==> src/rtl/serial_uart_bridge_pkg.sv <==
`default_nettype none
// +----------------------------------------------------------------------+
// | serial_pkg : state types and line constants for serial_uart_bridge   |
// | Revision   : 1.0                                                     |
// +----------------------------------------------------------------------+
package serial_pkg;

  localparam int   UART_DATA_BITS = 8;
  localparam logic LINE_IDLE      = 1'b1;

  typedef enum logic [1:0] {
    RX_IDLE  = 2'd0,
    RX_START = 2'd1,
    RX_DATA  = 2'd2,
    RX_STOP  = 2'd3
  } rx_state_t;

  typedef enum logic [1:0] {
    TX_IDLE  = 2'd0,
    TX_START = 2'd1,
    TX_DATA  = 2'd2,
    TX_STOP  = 2'd3
  } tx_state_t;

endpackage
`default_nettype wire

==> src/rtl/serial_uart_bridge_byte_fifo.sv <==
`default_nettype none
// +----------------------------------------------------------------------+
// | byte_fifo : first-word fall-through byte FIFO, register array        |
// | Revision  : 1.0                                                      |
// +----------------------------------------------------------------------+
module byte_fifo #(
  parameter int DEPTH = 4
) (
  input  logic       clock,
  input  logic       reset,
  input  logic       push,
  input  logic [7:0] push_data,
  input  logic       pop,
  output logic [7:0] pop_data,
  output logic       full,
  output logic       empty
);

  localparam int              PTR_W       = $clog2(DEPTH);
  localparam logic [PTR_W:0]  DEPTH_COUNT = (PTR_W + 1)'(DEPTH);

  logic [7:0]       mem [DEPTH];
  logic [PTR_W-1:0] wr_ptr;
  logic [PTR_W-1:0] rd_ptr;
  logic [PTR_W:0]   count;
  logic             push_ok;
  logic             pop_ok;

  assign full     = (count == DEPTH_COUNT);
  assign empty    = (count == '0);
  assign pop_ok   = pop && !empty;
  // A pop in the same cycle frees the slot the push is about to use.
  assign push_ok  = push && (!full || pop_ok);
  assign pop_data = mem[rd_ptr];

  always_ff @(posedge clock) begin
    if (reset) begin
      wr_ptr <= '0;
      rd_ptr <= '0;
      count  <= '0;
      for (int i = 0; i < DEPTH; i++) begin
        mem[i] <= '0;
      end
    end else begin
      if (push_ok) begin
        mem[wr_ptr] <= push_data;
        wr_ptr      <= wr_ptr + 1'b1;
      end
      if (pop_ok) begin
        rd_ptr <= rd_ptr + 1'b1;
      end
      case ({push_ok, pop_ok})
        2'b10:   count <= count + 1'b1;
        2'b01:   count <= count - 1'b1;
        default: count <= count;
      endcase
    end
  end

endmodule
`default_nettype wire

==> src/rtl/serial_uart_bridge.sv <==
`default_nettype none
// +----------------------------------------------------------------------+
// | serial_uart_bridge : CPU byte handshake <-> 8N1 UART, FIFO per path  |
// | Revision           : 1.0                                             |
// +----------------------------------------------------------------------+
module serial_uart_bridge #(
  parameter int CLKS_PER_BIT = 16,
  parameter int FIFO_DEPTH   = 4
) (
  input  logic       clock,
  input  logic       reset,
  input  logic       uart_rx_in,
  output logic       uart_tx_out,
  output logic [7:0] cpu_data_out,
  output logic       cpu_valid_out,
  input  logic       cpu_rden_in,
  input  logic [7:0] cpu_data_in,
  input  logic       cpu_wren_in,
  output logic       cpu_ready_out,
  output logic       rx_overrun_out,
  output logic       frame_error_out
);

  import serial_pkg::*;

  localparam int               CNT_W     = $clog2(CLKS_PER_BIT);
  localparam logic [CNT_W-1:0] HALF_LAST = CNT_W'(CLKS_PER_BIT / 2 - 1);
  localparam logic [CNT_W-1:0] BIT_LAST  = CNT_W'(CLKS_PER_BIT - 1);
  localparam logic [2:0]       LAST_BIT  = 3'(UART_DATA_BITS - 1);

  logic rx_meta;
  logic rx_sync;

  always_ff @(posedge clock) begin
    if (reset) begin
      rx_meta <= LINE_IDLE;
      rx_sync <= LINE_IDLE;
    end else begin
      rx_meta <= uart_rx_in;
      rx_sync <= rx_meta;
    end
  end

  // ---------------- RX path ----------------
  rx_state_t        rx_state, rx_state_next;
  logic [CNT_W-1:0] rx_cnt, rx_cnt_next;
  logic [2:0]       rx_bit, rx_bit_next;
  logic [7:0]       rx_shift, rx_shift_next;
  logic             rx_push;
  logic             rx_bad_stop;
  logic             rx_full;
  logic             rx_empty;

  always_ff @(posedge clock) begin
    if (reset) begin
      rx_state <= RX_IDLE;
      rx_cnt   <= '0;
      rx_bit   <= '0;
      rx_shift <= '0;
    end else begin
      rx_state <= rx_state_next;
      rx_cnt   <= rx_cnt_next;
      rx_bit   <= rx_bit_next;
      rx_shift <= rx_shift_next;
    end
  end

  always_comb begin
    rx_state_next = rx_state;
    rx_cnt_next   = rx_cnt + 1'b1;
    rx_bit_next   = rx_bit;
    rx_shift_next = rx_shift;
    rx_push       = 1'b0;
    rx_bad_stop   = 1'b0;
    case (rx_state)
      RX_IDLE: begin
        rx_cnt_next = '0;
        // The detection cycle counts as the first cycle of the half-bit wait.
        if (rx_sync != LINE_IDLE) begin
          rx_state_next = RX_START;
          rx_cnt_next   = CNT_W'(1);
        end
      end
      RX_START: begin
        if (rx_cnt == HALF_LAST) begin
          rx_cnt_next   = '0;
          rx_bit_next   = '0;
          rx_state_next = (rx_sync == LINE_IDLE) ? RX_IDLE : RX_DATA;
        end
      end
      RX_DATA: begin
        if (rx_cnt == BIT_LAST) begin
          rx_cnt_next   = '0;
          rx_shift_next = {rx_sync, rx_shift[7:1]};
          if (rx_bit == LAST_BIT) begin
            rx_state_next = RX_STOP;
          end else begin
            rx_bit_next = rx_bit + 1'b1;
          end
        end
      end
      RX_STOP: begin
        if (rx_cnt == BIT_LAST) begin
          rx_cnt_next   = '0;
          rx_state_next = RX_IDLE;
          if (rx_sync == LINE_IDLE) begin
            rx_push = 1'b1;
          end else begin
            rx_bad_stop = 1'b1;
          end
        end
      end
      default: begin
        rx_state_next = RX_IDLE;
        rx_cnt_next   = '0;
      end
    endcase
  end

  always_ff @(posedge clock) begin
    if (reset) begin
      rx_overrun_out  <= 1'b0;
      frame_error_out <= 1'b0;
    end else begin
      if (rx_push && rx_full && !cpu_rden_in) begin
        rx_overrun_out <= 1'b1;
      end
      if (rx_bad_stop) begin
        frame_error_out <= 1'b1;
      end
    end
  end

  byte_fifo #(
    .DEPTH(FIFO_DEPTH)
  ) rx_fifo (
    .clock    (clock),
    .reset    (reset),
    .push     (rx_push),
    .push_data(rx_shift),
    .pop      (cpu_rden_in),
    .pop_data (cpu_data_out),
    .full     (rx_full),
    .empty    (rx_empty)
  );

  assign cpu_valid_out = !rx_empty;

  // ---------------- TX path ----------------
  tx_state_t        tx_state, tx_state_next;
  logic [CNT_W-1:0] tx_cnt, tx_cnt_next;
  logic [2:0]       tx_bit, tx_bit_next;
  logic [7:0]       tx_shift, tx_shift_next;
  logic             tx_line, tx_line_next;
  logic             tx_pop;
  logic             tx_full;
  logic             tx_empty;
  logic [7:0]       tx_head;

  byte_fifo #(
    .DEPTH(FIFO_DEPTH)
  ) tx_fifo (
    .clock    (clock),
    .reset    (reset),
    .push     (cpu_wren_in),
    .push_data(cpu_data_in),
    .pop      (tx_pop),
    .pop_data (tx_head),
    .full     (tx_full),
    .empty    (tx_empty)
  );

  assign cpu_ready_out = !tx_full;
  assign uart_tx_out   = tx_line;

  always_ff @(posedge clock) begin
    if (reset) begin
      tx_state <= TX_IDLE;
      tx_cnt   <= '0;
      tx_bit   <= '0;
      tx_shift <= '0;
      tx_line  <= LINE_IDLE;
    end else begin
      tx_state <= tx_state_next;
      tx_cnt   <= tx_cnt_next;
      tx_bit   <= tx_bit_next;
      tx_shift <= tx_shift_next;
      tx_line  <= tx_line_next;
    end
  end

  always_comb begin
    tx_state_next = tx_state;
    tx_cnt_next   = tx_cnt + 1'b1;
    tx_bit_next   = tx_bit;
    tx_shift_next = tx_shift;
    tx_line_next  = tx_line;
    tx_pop        = 1'b0;
    case (tx_state)
      TX_IDLE: begin
        tx_cnt_next  = '0;
        tx_line_next = LINE_IDLE;
        if (!tx_empty) begin
          tx_pop        = 1'b1;
          tx_shift_next = tx_head;
          tx_bit_next   = '0;
          tx_state_next = TX_START;
          tx_line_next  = ~LINE_IDLE;
        end
      end
      TX_START: begin
        if (tx_cnt == BIT_LAST) begin
          tx_cnt_next   = '0;
          tx_state_next = TX_DATA;
          tx_line_next  = tx_shift[0];
        end
      end
      TX_DATA: begin
        if (tx_cnt == BIT_LAST) begin
          tx_cnt_next = '0;
          if (tx_bit == LAST_BIT) begin
            tx_state_next = TX_STOP;
            tx_line_next  = LINE_IDLE;
          end else begin
            tx_bit_next   = tx_bit + 1'b1;
            tx_shift_next = {1'b0, tx_shift[7:1]};
            tx_line_next  = tx_shift[1];
          end
        end
      end
      TX_STOP: begin
        if (tx_cnt == BIT_LAST) begin
          tx_cnt_next   = '0;
          tx_state_next = TX_IDLE;
        end
      end
      default: begin
        tx_state_next = TX_IDLE;
        tx_cnt_next   = '0;
        tx_line_next  = LINE_IDLE;
      end
    endcase
  end

endmodule
`default_nettype wire

==> config.mk <==
export PLATFORM = sky130hd
export DESIGN_NAME = serial_uart_bridge
export DESIGN_NICKNAME = d
export VERILOG_FILES = /design/src/rtl/serial_uart_bridge_pkg.sv /design/src/rtl/serial_uart_bridge_byte_fifo.sv /design/src/rtl/serial_uart_bridge.sv
export SDC_FILE = /design/constraint.sdc
export NUM_CORES = 1
export LEC_CHECK = 0
export ABC_AREA = 0
export CORE_MARGIN = 2
export CORE_UTILIZATION = 60
export DETAILED_ROUTE_END_ITERATION = 8
export PLACE_DENSITY = 0.87
export SLEW_MARGIN = 20
export SYNTH_ARGS = -nofsm -noshare
export SYNTH_HDL_FRONTEND = slang
export SYNTH_SLANG_ARGS = --single-unit
==> constraint.sdc <==
create_clock -name clock -period 4.89 [get_ports clock]
set_input_delay 0.7335 -clock clock [delete_from_list [all_inputs] [get_ports clock]]
set_output_delay 0.7335 -clock clock [all_outputs]
set_load 0.02 [all_outputs]
== Yosys cells after proc, flatten, opt, wreduce, memory -nomap -nowiden ==
Memories as Yosys holds them, arrays and structs flattened. A register that Yosys moved wholly into a read port is not among the register bits.
Index checks and enable logic that the tools add are counted.

* Add/sub/neg operators: 12
* Multipliers: 0
* Div/mod/pow operators: 0
* Magnitude comparators: 0
* Equality and inequality tests: 29
* Shifts and indexed selects: 0
* Multiplexer cells: 64
* Bitwise operators: 0
* Reductions and logical operators: 32

{| class="wikitable"
|+ Operators with widths
! kind !! count
|-
| $mux 8 || 5
|-
| $mux 2 || 17
|-
| $ne 2x2->1 const B || 12
|-
| $pmux 3 s2 || 4
|-
| $mux 1 || 23
|-
| $mux 3 || 6
|-
| $pmux 2 s4 || 2
|-
| $pmux 8 s2 || 1
|-
| $reduce_or 8->1 || 2
|-
| $add 3x1->3 const B || 4
|-
| $eq 2x2->1 const B || 6
|-
| $eq 3x3->1 const B || 4
|-
| $mux 4 || 3
|-
| $pmux 4 s3 || 1
|-
| $reduce_and 5->1 || 2
|-
| $add 2x1->2 const B || 4
|-
| $add 4x1->4 const B || 2
|-
| $eq 2x1->1 const B || 4
|-
| $eq 4x4->1 const B || 2
|-
| $pmux 4 s2 || 1
|-
| $reduce_and 4->1 || 2
|-
| $reduce_bool 2->1 || 4
|-
| $logic_and 1x1->1 || 6
|-
| $logic_not 3->1 || 2
|-
| other kinds (11) || 18
|}

* Register bits: 53
* Latch bits: 0
* Bits in writable memories: 64
* Bits in read-only memories: 0
* Bits of input ports: 13
* Output and inout port bits: 13
* Memories kept: 2

{| class="wikitable"
|+ Memories
! memory !! depth !! width !! rd ports !! clocked after Yosys merged registers in !! write ports !! line !! RTL
|-
| rx_fifo.mem || 4 || 8 || 1 || 1 || 4 || serial_uart_bridge_byte_fifo.sv:22 || <nowiki>logic [7:0] mem [DEPTH];</nowiki>
|-
| tx_fifo.mem || 4 || 8 || 1 || 1 || 4 || serial_uart_bridge_byte_fifo.sv:22 ||
|}

== Depth between registers and ports, before layout ==
Gate-level depths: netlist (run 1).

* Depth in word-level cells: 11
* Mapped depth: 10
* Depth with buffers taken out: 9

== Cells and area by module ==
A second synthesis (run 1) with hierarchy kept.

* Cells, all modules: 461
* Area, all modules: 5559.1 um^2

{| class="wikitable"
|+ Modules (own cells, without submodules)
! module !! times used !! cells each !! area an instance (um^2) !! seq. area each (um^2)
|-
| byte_fifo || 2 || 131 || 1853.0 || 1141.1
|-
| serial_uart_bridge || 1 || 199 || 1853.0 || 780.7
|}

== Worst setup path before layout (run 1) ==
No wires, ideal clock.

* Kind: register to register
* Start: register tx_state[0]
* End: register tx_fifo.count[2]
* Setup time: 0.071 ns
* Arrival time: 2.267 ns
* Setup slack: 2.553 ns
* Cell stages (with the launch flop): 11
* Path buffers: 1
* Cells stage by stage: dfxtp_1 -> inv_1 -> ha_1 -> clkbuf_1 -> or4b_1 -> nand2_2 -> ha_1 -> fa_1 -> xnor2_1 -> or3_1 -> a21oi_1

* Cells in the longest elaborated chain, start to end: 7
* Elaborated cells on any way between the ends: 9

{| class="wikitable"
|+ RTL lines
! element !! line !! RTL
|-
| start: declaration || serial_uart_bridge.sv:150 || <nowiki>tx_state_t tx_state, tx_state_next;</nowiki>
|-
| start signal: assignment || serial_uart_bridge.sv:184 || <nowiki>tx_state <= tx_state_next;</nowiki>
|-
| $logic_not 2->1 * || serial_uart_bridge.sv:199 || <nowiki>case (tx_state)</nowiki>
|-
| $mux 1 * || serial_uart_bridge.sv:199 ||
|-
| $logic_and 1x1->1 * || serial_uart_bridge_byte_fifo.sv:31 || <nowiki>assign pop_ok = pop && !empty;</nowiki>
|-
| $logic_or 1x1->1 || serial_uart_bridge_byte_fifo.sv:33 || <nowiki>assign push_ok = push && (!full || pop_ok);</nowiki>
|-
| $logic_and 1x1->1 || serial_uart_bridge_byte_fifo.sv:33 ||
|-
| $eq 2x1->1 or $eq 2x2->1 (tied branches) || serial_uart_bridge_byte_fifo.sv:52 || <nowiki>case ({push_ok, pop_ok})</nowiki>
|-
| $pmux 3 s2 or $reduce_bool 2->1 (tied branches) || - ||
|-
| end signal: assignment || serial_uart_bridge_byte_fifo.sv:53 || <nowiki>2'b10: count <= count + 1'b1;</nowiki>
|-
| end signal: assignment || serial_uart_bridge_byte_fifo.sv:54 || <nowiki>2'b01: count <= count - 1'b1;</nowiki>
|-
| end signal: assignment || serial_uart_bridge_byte_fifo.sv:55 || <nowiki>default: count <= count;</nowiki>
|-
| end: declaration || serial_uart_bridge_byte_fifo.sv:25 || <nowiki>logic [PTR_W:0] count;</nowiki>
|}

Mark *: on every way between the ends. The rest lies on a longest branch, timed or not.
A chain may end at the register's enable or synchronous reset.

==> metrics, run 1 <==
outcome=complete, no violations; data required time at the worst endpoint=4.16 ns; Buf/Inv on CP=1; Clock transition at path regs=0.06 ns; met1 Resource Use GR=29.3%; #FFs+latches synth=121; # clock sinks=121; Hold WS=0.451 ns; syn_nets=475; Filler Cell Count=564; Synth Flop Type=edfxtp_1; layout cell share with drive strength beyond 1=13.2%; synth unique cells=57; Max Slew Vio Count=0; die area=9940 um^2; Async SR Flop Fraction=0%; CTS tree=yes; dpl cells=561; GRT Total Usage=23.3%; Starting DRT DRC Count=200; register share of total power=39.0%; area fraction in and, or, nand and nor cells after synthesis=19.2%; Fin Setup TNS=0 ns; commonest non-fill, non-tap cell in the layout=and2_1; core area=8810 um^2; DRT Pass-1 Iters=5; initial antenna violation count=0; post-synthesis sequential area ratio=55.7%; setup slack, reg-to-reg=2.29 ns; DRC=0; post-DP HPWL=6.83 mm; total congestion overflow=0; P_sw=1.05 mW; Gates resized, CTS repair=0; Hold Path Depth=1; total CTS buffers=17; vias in the first global route=3538; Min-Delay Endpoint=tx_cnt[0]; RePlAce Congestion=0.817; Clock Power Share=35.6%; Crit Path Category=reg2out; final period utilization=62.2%; final antenna-violating net count=0; total power=3.35 mW; grt met3 use=7.38%; Critical Path Fanout Max=8; Gate power share=25.4%; # port buffers=25; critical path cell sequence=mux4_2, clkdlybuf4s50_1; XOR/XNOR Fraction of Synth Area=2.23%; nets=499; most frequent cells in the layout=and2_1 (67), edfxtp_1 (64), dfxtp_1 (57); area delta synth->final=15.5%; Final Instance Area=6350 um^2; compound-cell area share of the yosys netlist=5.33%; met2 usage=38.7%; final wirelength=10.6 mm; PD cells=528 nW/um^2; adder-cell share of the synthesized area=3.46%; Syn Area/Cell=12.3 um^2; post-synthesis mux area share=11.4%; sw frac=31.3%; Peak VDD IR=0.401 mV; Internal=2.30 mW; post-synthesis cell count=448; CTS Hold Bufs=0; root buf cell=clkbuf_8; Vias=3479; R2R cell count=9; final std cells w/o fill=593; Critical-path top delay cell=dfxtp_1; row count=34; die height=99.7 um; largest net degree at the start of global routing=34; min-delay src=tx_cnt[0]; crit end category=primary output; Post-synth EDFFs=64; Hold Crit Class=reg2reg; # Post-CTS Setup Buffers=0; I/O pins=26; Leak=2.34 nW; Worst-Margin Slew=0.869 ns; clk_skew=0.00685 ns; Crit path max-delay family=flip-flops; deepest clock path buffer count=2; H-Tree Depth=4; vias per inst=5.87; Routed WL per cell=17.8 um; r2r startpoint=tx_state[0]; synthesized cell area=5500 um^2; max cap viols=0; Rel. slew slack=41.7%; highest clock rate=329 MHz; antenna cells=0; clk_lat worst skew=0.52 ns; crit path time final=3.04 ns; Final Hold Viols=0; Critical Path AT=2.31 ns; YS warnings=0; crit start category=flip-flop; Worst path max stage delay=0.65 ns; largest family of logic cells by synthesized area=simple AND/OR/NAND/NOR gates; Setup-failing EPs final=0; reg2reg end=tx_fifo.count[2]; GRT busiest layer=met2; DP Area=5780 um^2; die extent in x=99.7 um; Initial Util=62.4%; first-pass GRT wire length=17.5 mm; RSZ-0062 raised after global routing=false
[sequential cells by signal, indices dropped and copies added (netlist names), named ones only]
| signal | count |
|---|---|
| rx_shift | 8 |
| rx_cnt | 4 |
| tx_fifo.count | 3 |
| tx_fifo.rd_ptr | 2 |
| rx_overrun_out | 1 |
| rx_bit | 3 |
| rx_fifo.count | 3 |
| uart_tx_out | 1 |
| tx_shift | 8 |
| rx_sync | 1 |
| tx_fifo.wr_ptr | 2 |
| tx_state | 2 |
| rx_meta | 1 |
| rx_fifo.mem | 32 |
| tx_fifo.mem | 32 |
| frame_error_out | 1 |
| rx_state | 1 |
| tx_bit | 3 |
| tx_cnt | 4 |
| rx_fifo.wr_ptr | 2 |
| rx_fifo.rd_ptr | 2 |
[cell usage after synthesis, drive strengths merged, types with 9 or more instances]
| master | instances | area (um^2) |
|---|---|---|
| a21oi | 18 | 90.1 |
| and2 | 67 | 419 |
| buf | 14 | 77.6 |
| dfxtp | 57 | 1140 |
| edfxtp | 64 | 1920 |
| ha | 12 | 150 |
| inv | 11 | 41.3 |
| mux2i | 22 | 220 |
| mux4 | 16 | 360 |
| nand2 | 13 | 51.3 |
| nor2 | 47 | 184 |
| o21ai | 13 | 65.1 |
| xnor2 | 9 | 78.8 |
[kinds of logic (layout without fill, tap and decap cells)]
family / Yosys count / after routing
xor gates and xnor gates: 14 / 14
adders and majority gates: 14 / 14
buffers and inverters: 32 / 69
muxes: 42 / 42
DFF: 121 / 121
AOI/OAI and AO/OA: 49 / 49
and+or+nand+nor: 176 / 176
[worst reg2reg max path, delay by kind of cell (launching register included)]
kind                       cells  cell delay, ns
and+or+nand+nor                3            1.06
AOI/OAI and AO/OA              1            0.14
buffers and inverters          1            0.10
adders and majority gates      3            0.75
xor gates and xnor gates       1            0.07
DFF                            1            0.39
[worst max path at each step]
stage | startpoint | end | cells past startpoint
after global placement | reset | rx_fifo.mem[0][0] | 5
after floorplan | tx_state[0] | tx_fifo.count[2] | 10
after global routing | flip-flop | cpu_data_out[2] | 2
final | flip-flop | cpu_data_out[2] | 2
after detailed placement | reset | rx_fifo.mem[0][0] | 5
after CTS | flip-flop | cpu_data_out[2] | 2
[final cells by class]
| class | instances | area (um^2) | area share, % |
|---|---|---|---|
| flip-flops and latches | 121 | 3060 | 48.3 |
| multi-input cells | 295 | 2290 | 36.0 |
| clock buffers | 18 | 418 | 6.59 |
| repair buffers | 26 | 253 | 3.98 |
| clock inverters | 14 | 149 | 2.35 |
| well taps | 108 | 135 | 2.13 |
| inverters | 11 | 41.3 | 0.651 |
[metrics by stage]
stage | util (%) | worst slack (ns)
after global routing | 72.1 | 1.72
final | 72.1 | 1.85
after CTS | 72.1 | 1.79
after floorplan | - | 2.55
after detailed placement | 65.6 | 1.92
after global placement | 65.6 | 2.05
[per-layer routing]
layer | up-vias | wire length [um] | part of all wire (%)
met5 | - | 0 | 0
met4 | 0 | 205 | 1.9
met3 | 18 | 489 | 4.6
met2 | 91 | 5110 | 48
met1 | 1708 | 4740 | 45
li1 | 1662 | - | -
[power groups by stage]
stage | logic (mW) | registers [mW] | clock network, mW
after floorplan | 0.658 | 1.27 | 0
after global placement | 0.788 | 1.32 | 0
after detailed placement | 0.819 | 1.33 | 0
after CTS | 0.847 | 1.31 | 1.19
after global routing | 0.929 | 1.33 | 1.24
final | 0.851 | 1.31 | 1.19
(Power assumes the default switching activity.)
==> run 2, diff against run 1 <==
CORE_UTILIZATION = 54   (was 60)
PLACE_DENSITY = 0.83   (was 0.87)
clock period = 2.6 ns   (was 4.89 ns; I/O delays follow)
==> run 2 against run 1 <==
  * Sequential power rose by 88%
  * Global-route usage fell by 1.1 points
  * Cell area rose by 1.7%
  * Sequential share of layout area fell by 0.76 points
  * Flip-flop and latch count did not move
  * Final cell count rose by 5.7%
  * Die area rose by 11%
  * Via count rose by 2.7%
  * Power rose by 89%
  * Largest cell class unchanged
  * First-iteration DRC count rose by 0.50%
  * Largest power group unchanged
  * Critical path depth rose by 7
  * Clock power rose by 87%
==> metrics, run 2 (same netlist as run 1, synthesis figures left out) <==
min-delay src=reset; commonest non-fill, non-tap cell in the layout=and2_1; highest clock rate=405 MHz; Hold WS=0.205 ns (-0.246 ns); Critical-path top delay cell=or4b_1; core area=9820 um^2 (+12%); DRC=0 (unchanged); sw frac=31.2% (-0.15 points); nets=508 (+1.8%); die height=105 um (+5.2%); final antenna-violating net count=0 (unchanged); # port buffers=25 (unchanged); die extent in x=105 um (+5.2%); critical path cell sequence=inv_1, ha_1, or4b_1, nand2_2, ha_1, fa_1, xnor2_1, or3_1, a21oi_1; clk_skew=0.00583 ns (-0.00102 ns); Worst-Margin Slew=0.739 ns (-0.129 ns); Initial Util=56.0% (-6.4 points); Gate power share=25.8% (+0.4 points); DR WL met2=5.91 mm (+16%); first-pass GRT wire length=18.6 mm (+6.3%); Final Worst Setup Slack=0.130 ns (-1.72 ns); Leak=2.37 nW (+1.6%); clk_lat worst skew=0.52 ns (about the same); CTS Hold Bufs=0 (unchanged); Final Hold Viols=0 (unchanged); largest net degree at the start of global routing=37 (+8.8%); crit path time final=2.47 ns; Setup-failing EPs final=0 (unchanged); Fin Setup TNS=0 ns (unchanged); I/O pins=26 (unchanged); DRT Pass-1 Iters=5 (unchanged); CTS tree=yes; PD cells=979 nW/um^2 (+86%); final period utilization=95.0%; initial antenna violation count=0 (unchanged); area delta synth->final=17.5%; row count=36 (+5.9%); total CTS buffers=17 (unchanged); top sig layer=met4; root buf cell=clkbuf_8; Internal=4.35 mW (+89%); P_sw=1.97 mW (+88%); Max Slew Vio Count=0 (unchanged); DP Area=5860 um^2 (+1.5%); Peak VDD IR=0.713 mV (+78%); Critical Path Fanout Max=5 (-3); H-Tree Depth=4 (unchanged); r2r startpoint=tx_state[1]; Crit Path Category=reg2reg; final core occ=65.7% (-6.3 points); GRT Total Usage=22.2% (-1.1 points); # clock sinks=121 (unchanged); Filler Cell Count=746 (+32%); worst slack, placed=0.0176 ns (-1.90 ns); WL met3=441 um (-9.8%); register share of total power=38.9% (about the same); Worst path max stage delay=0.55 ns (-0.10 ns); Crit path max-delay family=simple AND/OR/NAND/NOR gates; max cap viols=0 (unchanged); Routed WL per cell=17.9 um (+0.59%); vias per inst=5.70 (-2.9%); Clock Power Share=35.3% (-0.3 points); area occupied by registers=3070 um^2 (+0.12%); most frequent cells in the layout=and2_1 (67), edfxtp_1 (64), dfxtp_1 (56); layout cell share with drive strength beyond 1=15.0% (+1.8 points); Rel. slew slack=50.3% (+8.6 points); Buf/Inv on CP=1 (unchanged); Multi-input gate area=2290 um^2 (+0.27%); vias in the first global route=3719 (+5.1%); largest registers=rx_fifo.mem: 32 flops, tx_fifo.mem: 32 flops; Vias=3572 (+2.7%); Starting DRT DRC Count=201 (+0.50%); Hold Crit Class=in2reg; Clock transition at path regs=0.06 ns (about the same); WL met1=4.60 mm (-3.1%); final wirelength=11.2 mm (+6.4%); RSZ-0062 raised after global routing=false; antenna cells=0 (unchanged); total congestion overflow=0 (unchanged); most frequent CP cell=ha_1; Crit. Startpoint=tx_state[1]; RePlAce Congestion=0.828 (+1.3%); crit start category=flip-flop; crit end category=flip-flop; outcome=complete, no violations; Final Instance Area=6450 um^2 (+1.7%); Critical Path AT=2.92 ns (+0.61 ns); post-DP HPWL=7.43 mm (+8.7%); deepest clock path buffer count=2 (unchanged); die area=11000 um^2 (+11%); data required time at the worst endpoint=3.05 ns (-1.11 ns)
-- run 2: final cells by class --
type                    count  area share, %
flip-flops and latches    121           47.5
clock inverters            15           2.36
inverters                  11          0.640
clock buffers              17           6.42
well taps                 133           2.58
multi-input cells         295           35.5
repair buffers             35           4.96
-- run 2: final timing paths --
check                 endpoint  slack [ns]  depth (start not counted)
max reg2reg   tx_fifo.count[2]        0.13                          9
max           tx_fifo.count[2]        0.13                          9
min          tx_fifo.wr_ptr[0]        0.20                          2
min reg2reg            rx_sync        0.42                          1
-- run 2: power by group through the flow --
stage	clock, mW	combinational [mW]	sequential [mW]
CTS	2.26	1.62	2.46
finish	2.23	1.63	2.46
global route	2.34	1.79	2.50
global placement	0	1.52	2.48
floorplan	0	1.24	2.39
detailed placement	0	1.58	2.49
-- run 2: stage by stage --
step / power (mW) / instances
detailed placement: 4.08 / 593
global route: 6.63 / 627
floorplan: 3.63 / 448
global placement: 3.99 / 593
finish: 6.32 / 627
CTS: 6.34 / 625
-- run 2: per-layer routing --
layer / vias to the layer above / global-route usage (%)
li1: 1674 / -
met1: 1776 / 25.6
met2: 94 / 38.3
met3: 28 / 5.93
met4: 0 / 10.7
met5: - / 0
-- run 2: what timing repair did --
item,in CTS,in global routing
endpoints found under the setup margin,8,30
pin swaps,0,1
resized for setup,1,2
buffers inserted,0,2
==> run 3, diff against run 2 <==
CORE_MARGIN = 3   (was 2)
==> run 3 against run 2 <==
  * Setup slack gained 0.014 ns
  * Global-route usage decreased by 0.86 points
  * Critical path depth decreased by 7
  * Critical path type is now reg2out
  * Largest cell class unchanged
  * Clock skew shrank 0.00068 ns
==> metrics, run 3 (same netlist as run 1, synthesis figures left out) <==
# clock sinks=121 (unchanged); first-pass GRT wire length=18.6 mm (about the same); crit end category=primary output; Crit path max-delay family=buffers and inverters; Buf/Inv on CP=1 (unchanged); initial antenna violation count=0 (unchanged); CTS Hold Bufs=0 (unchanged); reg2reg end=tx_fifo.count[2]; H-Tree Depth=4 (unchanged); highest clock rate=407 MHz (+0.57%); # port buffers=25 (unchanged); PD cells=990 nW/um^2 (+1.1%); Max Slew Vio Count=0 (unchanged); die extent in x=107 um (+1.9%); Routed WL per cell=17.7 um (-0.95%); dpl cells=593 (unchanged); Initial Util=56.0% (unchanged); Crit Path Category=reg2out; Worst-Margin Slew=0.711 ns (-0.0283 ns); die height=107 um (+1.9%); root buf cell=clkbuf_8; RSZ-0062 raised after global routing=false; DRC=0 (unchanged); R2R cell count=9 (unchanged); final wirelength=11.1 mm (-1.1%); Hold Path Depth=2 (unchanged); Critical Path Fanout Max=8 (+3); CTS tree=yes; setup slack, reg-to-reg=0.17 ns (+0.04 ns); deepest clock path buffer count=2 (unchanged); layout cell share with drive strength beyond 1=13.4% (-1.6 points); CP Depth=2 (-7); Leak=2.38 nW (+0.19%); r2r startpoint=tx_state[0]; Clock transition at path regs=0.05 ns (about the same); Worst path max stage delay=0.57 ns (+0.02 ns); Vias=3557 (-0.42%); vias per inst=5.68 (-0.26%); min-delay src=reset; antenna cells=0 (unchanged); clk_skew=0.00514 ns (-0.000684 ns); Fin Setup TNS=0 ns (unchanged); Critical Path AT=2.07 ns (-0.85 ns); nets=507 (-0.20%); core area=9820 um^2 (unchanged); area delta synth->final=17.5% (about the same); final core occ=65.7% (about the same); Min-Delay Endpoint=tx_fifo.wr_ptr[1]; GRT Total Usage=21.3% (-0.86 points); total congestion overflow=0 (unchanged); DRT Pass-1 Iters=4 (-1); final antenna-violating net count=0 (unchanged); Rel. slew slack=52.2% (+1.9 points); Starting DRT DRC Count=241 (+20%); critical path cell sequence=mux4_2, clkdlybuf4s50_1; most frequent cells in the layout=and2_1 (67), edfxtp_1 (64), dfxtp_1 (56); largest net degree at the start of global routing=37 (unchanged); largest registers=rx_fifo.mem: 32 flops, tx_fifo.mem: 32 flops; post-DP HPWL=7.56 mm (+1.8%); die area=11400 um^2 (+3.9%); total CTS buffers=17 (unchanged); Final Hold Viols=0 (unchanged); Hold Crit Class=in2reg; Critical-path top delay cell=clkdlybuf4s50_1; crit path time final=2.46 ns (-0.0140 ns); max cap viols=0 (unchanged); commonest non-fill, non-tap cell in the layout=and2_1; outcome=complete, no violations; final std cells w/o fill=626 (-0.16%); vias in the first global route=3685 (-0.91%); total power=6.39 mW (+1.1%); crit start category=flip-flop; data required time at the worst endpoint=2.21 ns (-0.84 ns); Setup-failing EPs final=0 (unchanged); final period utilization=94.5% (-0.54 points); I/O pins=26 (unchanged); Peak VDD IR=0.744 mV (+4.3%); RePlAce Congestion=0.781 (-5.6%); row count=36 (unchanged); clk_lat worst skew=0.52 ns (about the same)
run 3: cell type report:
cell class,instances,area (um^2)
well taps,133,166
flip-flops and latches,121,3070
repair buffers,34,313
clock inverters,11,153
multi-input cells,295,2290
fillers,714,3360
inverters,11,41.3
clock buffers,21,429
run 3: report_power, final:
part | switching, mW | internal [mW]
clock | 0.794 | 1.54
combinational | 0.850 | 0.743
sequential | 0.221 | 2.24
total | 1.87 | 4.52
run 3: worst max-delay path by stage:
| stage | start | to | slack, ns |
|---|---|---|---|
| floorplan | tx_state[0] | tx_fifo.count[2] | 0.26 |
| global placement | cpu_rden_in | rx_fifo.count[2] | 0.16 |
| detailed placement | cpu_rden_in | rx_fifo.count[2] | 0.08 |
| CTS | flip-flop | cpu_data_out[4] | 0.02 |
| global route | rx_cnt[0] | rx_fifo.count[2] | 0.02 |
| finish | flip-flop | cpu_data_out[4] | 0.14 |
run 3: metal layers:
layer	GRT usage, %	up-vias	share of wire (%)
met3	5.36	24	4.6
met5	0	-	0
met2	36.5	104	53
li1	-	1677	-
met1	25.4	1752	40
met4	9.86	0	2.0
run 3: what timing repair did:
action                     4_1_cts  5_1_grt
gates resized for setup          1        1
buffers inserted                 0        1
hold endpoints to repair         0        0
pin swaps                        0        1
setup endpoints to repair        8       19
run 3: through the flow:
| step | hold slack (ns) | setup WS (ns) | cell area [um^2] |
|---|---|---|---|
| floorplan | 0.389 | 0.263 | 5500 |
| global placement | 0.402 | 0.161 | 5860 |
| detailed placement | 0.397 | 0.0791 | 5860 |
| CTS | 0.185 | 0.0233 | 6450 |
| global route | 0.218 | 0.0219 | 6460 |
| finish | 0.199 | 0.144 | 6460 |
